**src/rtl/seven_seg_pkg.sv**
```systemverilog
// seven_seg_pkg: glyph table, segment bit positions and polarity helper shared by the display driver.
package seven_seg_pkg;

    localparam int SEG_A = 0;
    localparam int SEG_B = 1;
    localparam int SEG_C = 2;
    localparam int SEG_D = 3;
    localparam int SEG_E = 4;
    localparam int SEG_F = 5;
    localparam int SEG_G = 6;

    localparam logic [6:0] SEG_ALL = 7'((1 << SEG_A) | (1 << SEG_B) | (1 << SEG_C) | (1 << SEG_D) |
                                        (1 << SEG_E) | (1 << SEG_F) | (1 << SEG_G));

    // Active-high glyphs for 0..F, segment a in bit 0.
    localparam logic [6:0] GLYPHS [16] = '{
        7'h3F, 7'h06, 7'h5B, 7'h4F, 7'h66, 7'h6D, 7'h7D, 7'h07,
        7'h7F, 7'h6F, 7'h77, 7'h7C, 7'h39, 7'h5E, 7'h79, 7'h71
    };

    function automatic logic [7:0] apply_pol(input logic [7:0] v, input logic inv);
        return inv ? ~v : v;
    endfunction

endpackage

```
**src/rtl/hex_glyph.sv**
```systemverilog
// hex_glyph: combinational hex nibble to active-high seven-segment glyph.
module hex_glyph
    import seven_seg_pkg::*;
(
    input  logic [3:0] nibble,
    output logic [6:0] glyph
);

    assign glyph = GLYPHS[nibble] & SEG_ALL;

endmodule

```
**src/rtl/seven_seg_scan.sv**
```systemverilog
// seven_seg_scan: time-multiplexed seven-segment driver with frame-synchronous loads,
// anti-ghosting blank window and optional leading-zero suppression.
module seven_seg_scan
    import seven_seg_pkg::*;
#(
    parameter int DIGITS         = 4,
    parameter int DIV            = 50000,
    parameter int BLANK          = 16,
    parameter int SEG_ACTIVE_LOW = 0,
    parameter int AN_ACTIVE_LOW  = 1
) (
    input  logic                  clk,
    input  logic                  rst,
    input  logic [4*DIGITS-1:0]   value,
    input  logic [DIGITS-1:0]     dp,
    input  logic                  load,
    input  logic                  lz_blank,
    input  logic                  enable,
    output logic                  pending,
    output logic                  frame_done,
    output logic [6:0]            seg,
    output logic                  dp_out,
    output logic [DIGITS-1:0]     an
);

    localparam int              PW     = $clog2(DIV);
    localparam int              IW     = DIGITS > 1 ? $clog2(DIGITS) : 1;
    localparam logic [PW-1:0]   PMAX   = PW'(DIV - 1);
    localparam logic [PW-1:0]   PBLANK = PW'(BLANK);
    localparam logic [IW-1:0]   IMAX   = IW'(DIGITS - 1);
    localparam logic            SEG_INV = SEG_ACTIVE_LOW != 0;
    localparam logic            AN_INV  = AN_ACTIVE_LOW != 0;
    localparam logic [7:0]      SEG_OFF = apply_pol(8'h00, SEG_INV);

    logic [PW-1:0]          psc;
    logic [IW-1:0]          idx;
    logic [4*DIGITS-1:0]    shadow_val, disp_val;
    logic [DIGITS-1:0]      shadow_dp, disp_dp;
    logic [DIGITS-1:0]      lead_zero, an_sel, an_next;
    logic                   slot_end, boundary, cur_dp, cur_blank;
    logic [3:0]             nib;
    logic [6:0]             glyph;
    logic [7:0]             seg_next;

    assign slot_end = psc == PMAX;
    assign boundary = slot_end && idx == IMAX;

    // lead_zero[k]: nibble k and every nibble above it are zero.
    always_comb begin
        lead_zero = '0;
        lead_zero[DIGITS-1] = disp_val[4*DIGITS-1 -: 4] == 4'h0;
        for (int k = DIGITS - 2; k >= 0; k--)
            lead_zero[k] = lead_zero[k+1] && disp_val[4*k +: 4] == 4'h0;
    end

    always_comb begin
        nib = 4'h0;
        cur_dp = 1'b0;
        cur_blank = 1'b0;
        for (int k = 0; k < DIGITS; k++) begin
            if (idx == IW'(k)) begin
                nib = disp_val[4*k +: 4];
                cur_dp = disp_dp[k];
                cur_blank = lz_blank && lead_zero[k] && k != 0;
            end
        end
    end

    hex_glyph u_glyph (
        .nibble (nib),
        .glyph  (glyph)
    );

    assign seg_next = apply_pol({cur_dp, cur_blank ? 7'h00 : glyph}, SEG_INV);
    assign an_sel   = (enable && psc >= PBLANK) ? DIGITS'(1) << idx : '0;
    assign an_next  = an_sel ^ {DIGITS{AN_INV}};

    always_ff @(posedge clk or posedge rst) begin
        if (rst) begin
            psc        <= '0;
            idx        <= '0;
            shadow_val <= '0;
            shadow_dp  <= '0;
            disp_val   <= '0;
            disp_dp    <= '0;
            pending    <= 1'b0;
            frame_done <= 1'b0;
            seg        <= SEG_OFF[6:0];
            dp_out     <= SEG_OFF[7];
            an         <= {DIGITS{AN_INV}};
        end else begin
            psc <= slot_end ? '0 : psc + 1'b1;
            if (slot_end)
                idx <= idx == IMAX ? '0 : idx + 1'b1;
            frame_done <= boundary;
            if (load) begin
                shadow_val <= value;
                shadow_dp  <= dp;
            end
            // A load landing on the boundary bypasses the shadow so nothing is left pending.
            if (boundary && load) begin
                disp_val <= value;
                disp_dp  <= dp;
            end else if (boundary && pending) begin
                disp_val <= shadow_val;
                disp_dp  <= shadow_dp;
            end
            pending <= boundary ? 1'b0 : (pending || load);
            seg     <= seg_next[6:0];
            dp_out  <= seg_next[7];
            an      <= an_next;
        end
    end

endmodule

```
**config.mk**
```make
export PLATFORM = sky130hd
export DESIGN_NAME = seven_seg_scan
export DESIGN_NICKNAME = d
export VERILOG_FILES = /design/src/rtl/seven_seg_pkg.sv /design/src/rtl/hex_glyph.sv /design/src/rtl/seven_seg_scan.sv
export SDC_FILE = /design/constraint.sdc
export NUM_CORES = 1
export LEC_CHECK = 0
export CAP_MARGIN = 20
export CORE_UTILIZATION = 55
export CTS_CLUSTER_DIAMETER = 80
export DETAILED_ROUTE_END_ITERATION = 8
export DONT_BUFFER_PORTS = 1
export PLACE_DENSITY = 0.67
export RECOVER_POWER = 25
export SKIP_CTS_REPAIR_TIMING = 1
export SLEW_MARGIN = 20
export SYNTH_ARGS = -nofsm -noshare
export SYNTH_HDL_FRONTEND = slang
export SYNTH_SLANG_ARGS = --single-unit
```
**constraint.sdc**
```tcl
create_clock -name clk -period 3.3 [get_ports clk]
set_input_delay 0.33 -clock clk [delete_from_list [all_inputs] [get_ports clk]]
set_output_delay 0.33 -clock clk [all_outputs]
set_load 0.05 [all_outputs]
```
Word level (Yosys, flattened, before mapping)
Memories as Yosys holds them, arrays and structs flattened.
Index checks and enable logic that the tools add are counted.
{"block": "classes", "n_eq_ne": 4, "bitwise": 2, "shifts": 1, "n_lt_le_gt_ge": 2, "reduce_logical": 15, "add_sub_neg": 2, "mux": 22}
{"operator": "$mux W16", "count": 3}
{"operator": "$mux W4", "count": 7}
{"operator": "$mux W7", "count": 3}
{"operator": "$add A16 B1 Y16 const B", "count": 1}
{"operator": "$eq A16 B16 Y1 const B", "count": 1}
{"operator": "$ge A16 B5 Y1 const B", "count": 1}
{"operator": "$logic_not A4 Y1", "count": 3}
{"operator": "$logic_and A1 B1 Y1", "count": 9}
{"operator": "$mux W1", "count": 8}
{"operator": "$ge A5 B5 Y1 const B", "count": 1}
{"operator": "$not A4 Y5", "count": 1}
{"operator": "$eq A2 B2 Y1 const B", "count": 2}
{"operator": "$not A4 Y4", "count": 1}
{"operator": "$shl A1 B2 Y4 const A", "count": 1}
{"operator": "$add A2 B1 Y2 const B", "count": 1}
{"operator": "$eq A2 B1 Y1 const B", "count": 1}
{"operator": "$logic_not A2 Y1", "count": 1}
{"operator": "$mux W2", "count": 1}
{"operator": "$reduce_bool A2 Y1", "count": 1}
{"operator": "$logic_or A1 B1 Y1", "count": 1}
{"block": "word_totals", "memories": 1, "output_inout_bits": 14, "in_bits": 25, "word_cells": 60, "mem_bits_ro": 112, "reg_bits": 72}
{"memory": "(name not given)", "depth": 16, "width": 7, "rd": 1, "rd_clocked_by_memory_dff": 0, "write_ports": 0, "line_no": "hex_glyph.sv:9", "rtl": "assign glyph = GLYPHS[nibble] & SEG_ALL;"}

Depth between registers and ports, before layout
{"block": "logic_depth", "word_depth": 10, "ltp_mapped": 10, "ltp_nobuf": 9}

Cells and area by module
Synthesis repeated with hierarchy kept, for this count alone.
{"block": "hier_totals", "cells_unflattened": 320, "hier_area_um2": 3560.9}
{"mod": "seven_seg_scan", "seq_area_each_um2": 1806.7, "n_inst": 1, "area_each_um2": 3273.1, "cells_each": 287}
{"mod": "hex_glyph", "seq_area_each_um2": 0.0, "n_inst": 1, "area_each_um2": 287.8, "cells_each": 33}

Worst setup path after synthesis
No wires, ideal clock.
{"block": "synth_timing", "path_type": "register to register", "from": "register idx[0]", "to": "register seg[5]", "slack_ns": 1.007, "synth_period_minus_slack_ns": 2.293, "setup_time_ns": 0.094, "arrival_time_ns": 2.200, "stages_incl_launch_ff": 9, "n_path_buf": 1, "required_ns": 3.206, "cell_sequence": "dfrtp_1 ha_1 buf_2 nand3b_1 a211oi_1 inv_1 ha_1 mux2_2 a211oi_1"}
{"block": "synth_between", "elab_chain_cells": 10, "word_cells_on_any_way": 16, "classes_between": "3 x eq/ne; 10 x mux; 1 x bitwise; 1 x reduce/logical; 1 x memory"}
{"element": "start: declaration", "line_no": "seven_seg_scan.sv:36", "rtl": "logic [IW-1:0] idx;"}
{"element": "start signal: assignment", "line_no": "seven_seg_scan.sv:94", "rtl": "idx <= idx == IMAX ? '0 : idx + 1'b1;"}
{"element": "$logic_not A2 Y1", "line_no": "seven_seg_scan.sv:61", "rtl": "if (idx == IW'(k)) begin"}
{"element": "$mux W4 (4 in series)", "line_no": "seven_seg_scan.sv:61"}
{"element": "$not A4 Y5 (implied by the code)", "line_no": "hex_glyph.sv:9"}
{"element": "$mem_v2 Z16 W7"}
{"element": "$mux W7 (implied by the code) (2 in series)", "line_no": "hex_glyph.sv:9"}
{"element": "$mux W7 *", "line_no": "seven_seg_scan.sv:74", "rtl": "assign seg_next = apply_pol({cur_dp, cur_blank ? 7'h00 : glyph}, SEG_INV);"}
{"element": "named net seg_next[5]", "line_no": "seven_seg_scan.sv:43", "rtl": "logic [7:0] seg_next;"}
{"element": "end signal: assignment", "line_no": "seven_seg_scan.sv:88", "rtl": "seg <= SEG_OFF[6:0];"}
{"element": "end signal: assignment", "line_no": "seven_seg_scan.sv:109", "rtl": "seg <= seg_next[6:0];"}
{"element": "end: declaration", "line_no": "seven_seg_scan.sv:21", "rtl": "output logic [6:0] seg,"}
Mark *: on every way through the listed nets, which the timed path passes. The rest lies on a longest branch. The select of a mux whose other input is x is not followed.
A chain may end at the register's enable or synchronous reset.

Worst setup path in the final report
Same ends and word-level chain as after synthesis.

==> results.md <==
* Clk sinks at 72
* Status: finished clean
* Drt first pass iters at 4
* Syn_nets at 308
* Sw Share at 0.214
* Post-Route Skew at 11.1 ps
* Seq cells post-synth at 72
* Crit Path Class: flip-flop to flip-flop
* Crit end category: flip-flop
* Critical Path RT at 3570 ps
* Footprint of the multi-input gates at 0.00146 mm²
* Remaining global-route overflow at 0
* FF/Latch Area at 0.00181 mm²
* XOR/XNOR share of the synthesized area at 0.0334
* Initial DRC count at 50
* Slew margin rel. at 0.424
* Detail Route Antenna Nets at 0
* Final Hold Viols at 0
* Synth Area in Compound Gates at 0.0503
* Leakage at 1.70 nW
* Netlist cell types at 43
* Count leader, synth: dfrtp_1
* EDFF count, synth at 0
* CTS tree: yes
* ANT cells at 0
* Clock Latency Late Sink at 350 ps
* Final slew viol count at 0
* RSZ-0062 raised after global routing: no
* Post-synthesis simple-gate area fraction at 0.132
* Synth Flop Type: dfrtp_1
* Die Y at 80.7 µm
* Mux cell area share after synthesis at 0.170
* Seq/Total Area, Yosys at 0.530
* Power density over the cells at 458 mW/mm²
* Cell Int Power at 0.00132 W
* Worst-margin pin slew at 863 ps
* I/O pin total at 39
* Final cycle utilization of the critical path at 0.806
* Core ar. at 0.00596 mm²
* Vias in the first global route at 1988
* Final setup TNS at 0 ps
* Adder-Cell Fraction of Synth Area at 0.0441
* Synth-to-Final Area Change at 7.68%
* Post-synth top area share at 0.500
* Initial antenna violation count at 0
* Clock Root Buffer: clkbuf_8
* Clock Path Buffers at 2
* First-pass GRT wire length at 9.59 mm
* Endpoints failing setup at 0
* Worst Path Max Fanout at 18
* DRC viols at 0
* Async SR Flop Fraction at 1.00
* Clk pwr share at 0.421
* Placer Congestion at 0.818
* WL final at 5.73 mm
* Most common library cells after synthesis: 68 x dfrtp_1, 23 x mux2_2, 23 x nand2_1
* Post-Syn Instances at 271
* Num rows at 28
* Global-route usage over all layers at 0.202
* Fillers at 472
* Vias per Instance at 5.46
* Main combinational cell family by area after synthesis: multiplexers
* Post-placement cell area at 0.00345 mm²
* VDD IR max at 0.227 mV
* Type of origin of the critical path: flip-flop
* Die ar. at 0.00651 mm²
* P_sw at 0.000359 W
* DR WL/cell at 16.0 µm
* Starting Density at 0.572
* Mapped cell area at 0.00341 mm²
* Hold Path Stages at 2
* Final #Nets at 315
* Worst min path class: input pin to flip-flop
* Worst-path clk slew at 80 ps
* CTS H-tree lvls at 3
* Min cycle time layout at 2660 ps
* Post-DP HPWL at 4.02 mm
* Via count at 1956
* MaxCap Viol Count at 0
* Max Freq at 376 MHz
* Flop pwr share at 0.545
* Finished layout cell area at 0.00367 mm²
* Inserted Clock Buffers at 9
* Port Buffer Count at 0
* Ys Warns at 0
* Worst R2R Path Depth at 7
* Die Width at 80.7 µm
* Layout cells sized above 1 at 0.254
* Arr. time, crit path at 2930 ps
* Average size of a mapped cell at 12.6 µm²
* Largest net degree at the start of global routing at 30
* Top cells by area, synth: dfrtp_1 50%, mux2_4 8.8%, mux2_2 7.6%, ha_1 4.4%, dfstp_2 3.1%
* Synth area leader: dfrtp_1
* Comb pwr share at 0.034
## power by group through the flow
stage               Combinational (W)  Sequential [W]  Clock, W
floorplan                   0.0000518        0.000931         0
global route                0.0000647        0.000918  0.000764
CTS                         0.0000592        0.000915  0.000726
finish                      0.0000564        0.000915  0.000708
detailed placement          0.0000590        0.000933         0
global placement            0.0000582        0.000932         0
## cell families after synthesis
| logic type | count (synthesis) |
|---|---|
| simple gates | 84 |
| flops | 72 |
| mux | 45 |
| compound gates | 24 |
| buf+inv | 21 |
| xor+xnor | 13 |
| fa+ha+maj | 12 |
## through the flow
step           power, W   util  setup WS (ps)  cells  hold WS (ps)
2_1_floorplan  0.000982      -           1010    271           444
3_5_place_dp   0.000991  0.579            633    341           264
5_1_grt         0.00175  0.616            348    358           126
6_report        0.00168  0.616            640    358           144
3_3_place_gp   0.000990  0.579            783    341           250
4_1_cts         0.00170  0.614            613    357          -118
## layer usage
| metal | GRT usage | vias up | wire [µm] |
|---|---|---|---|
| met5 | 0 | - | 0 |
| met4 | 0.0911 | 0 | 106 |
| met3 | 0.0648 | 7 | 170 |
| met2 | 0.315 | 24 | 2720 |
| met1 | 0.256 | 959 | 2730 |
| li1 | - | 966 | - |
## cell usage in the layout (no fill, tap or decap), drive strengths merged, types with 2 or more instances in the layout
master,n
and3,4
nor4,8
a211oi,6
nand3b,6
nor3b,5
xnor2,7
a21oi,4
mux2,43
mux2i,2
buf,7
nor3,4
and4,2
ha,12
dfrtp,68
nor2b,5
clkinv,2
dfstp,4
xor2,6
inv,9
o21ai,4
clkinvlp,2
a311oi,3
clkbuf,11
nand2,23
or2,2
nor2,16
nand3,4
## final cells by class
| class | count | area share |
|---|---|---|
| flip-flops and latches | 72 | 0.493 |
| repair buffers | 8 | 0.0171 |
| clock inverters | 5 | 0.0150 |
| well taps | 75 | 0.0256 |
| inverters | 9 | 0.00921 |
| clock buffers | 11 | 0.0413 |
| multi-input cells | 178 | 0.399 |
## flip-flops by register name, indices dropped and copies added (netlist names)
signal      flops
disp_val       16
psc            16
shadow_val     16
seg             7
an              4
disp_dp         4
shadow_dp       4
idx             2
dp_out          1
frame_done      1
pending         1
## critical path, cell delays in order, from the launching register on
cell	delay, ps
dfrtp_1	410
ha_1	520
a211oi_1	80
a211oi_1	600
inv_1	190
ha_1	280
mux2_2	280
a211oi_1	210
## worst paths after layout
path | startpoint | slack, ps | endpoint
max | idx[0]$_DFFE_PP0N_ | 640 | seg[5]$_DFF_PP0_
min | load | 140 | pending$_DFF_PP0_
max reg2reg | idx[0]$_DFFE_PP0N_ | 640 | seg[5]$_DFF_PP0_
min reg2reg | psc[0]$_DFF_PP0_ | 480 | psc[0]$_DFF_PP0_
max in group asynchronous | rst | 1780 | an[3]$_DFF_PP1_
min in group asynchronous | rst | 600 | disp_val[4]$_DFFE_PP0P_
Note: power is estimated with default switching activity, not from simulation.
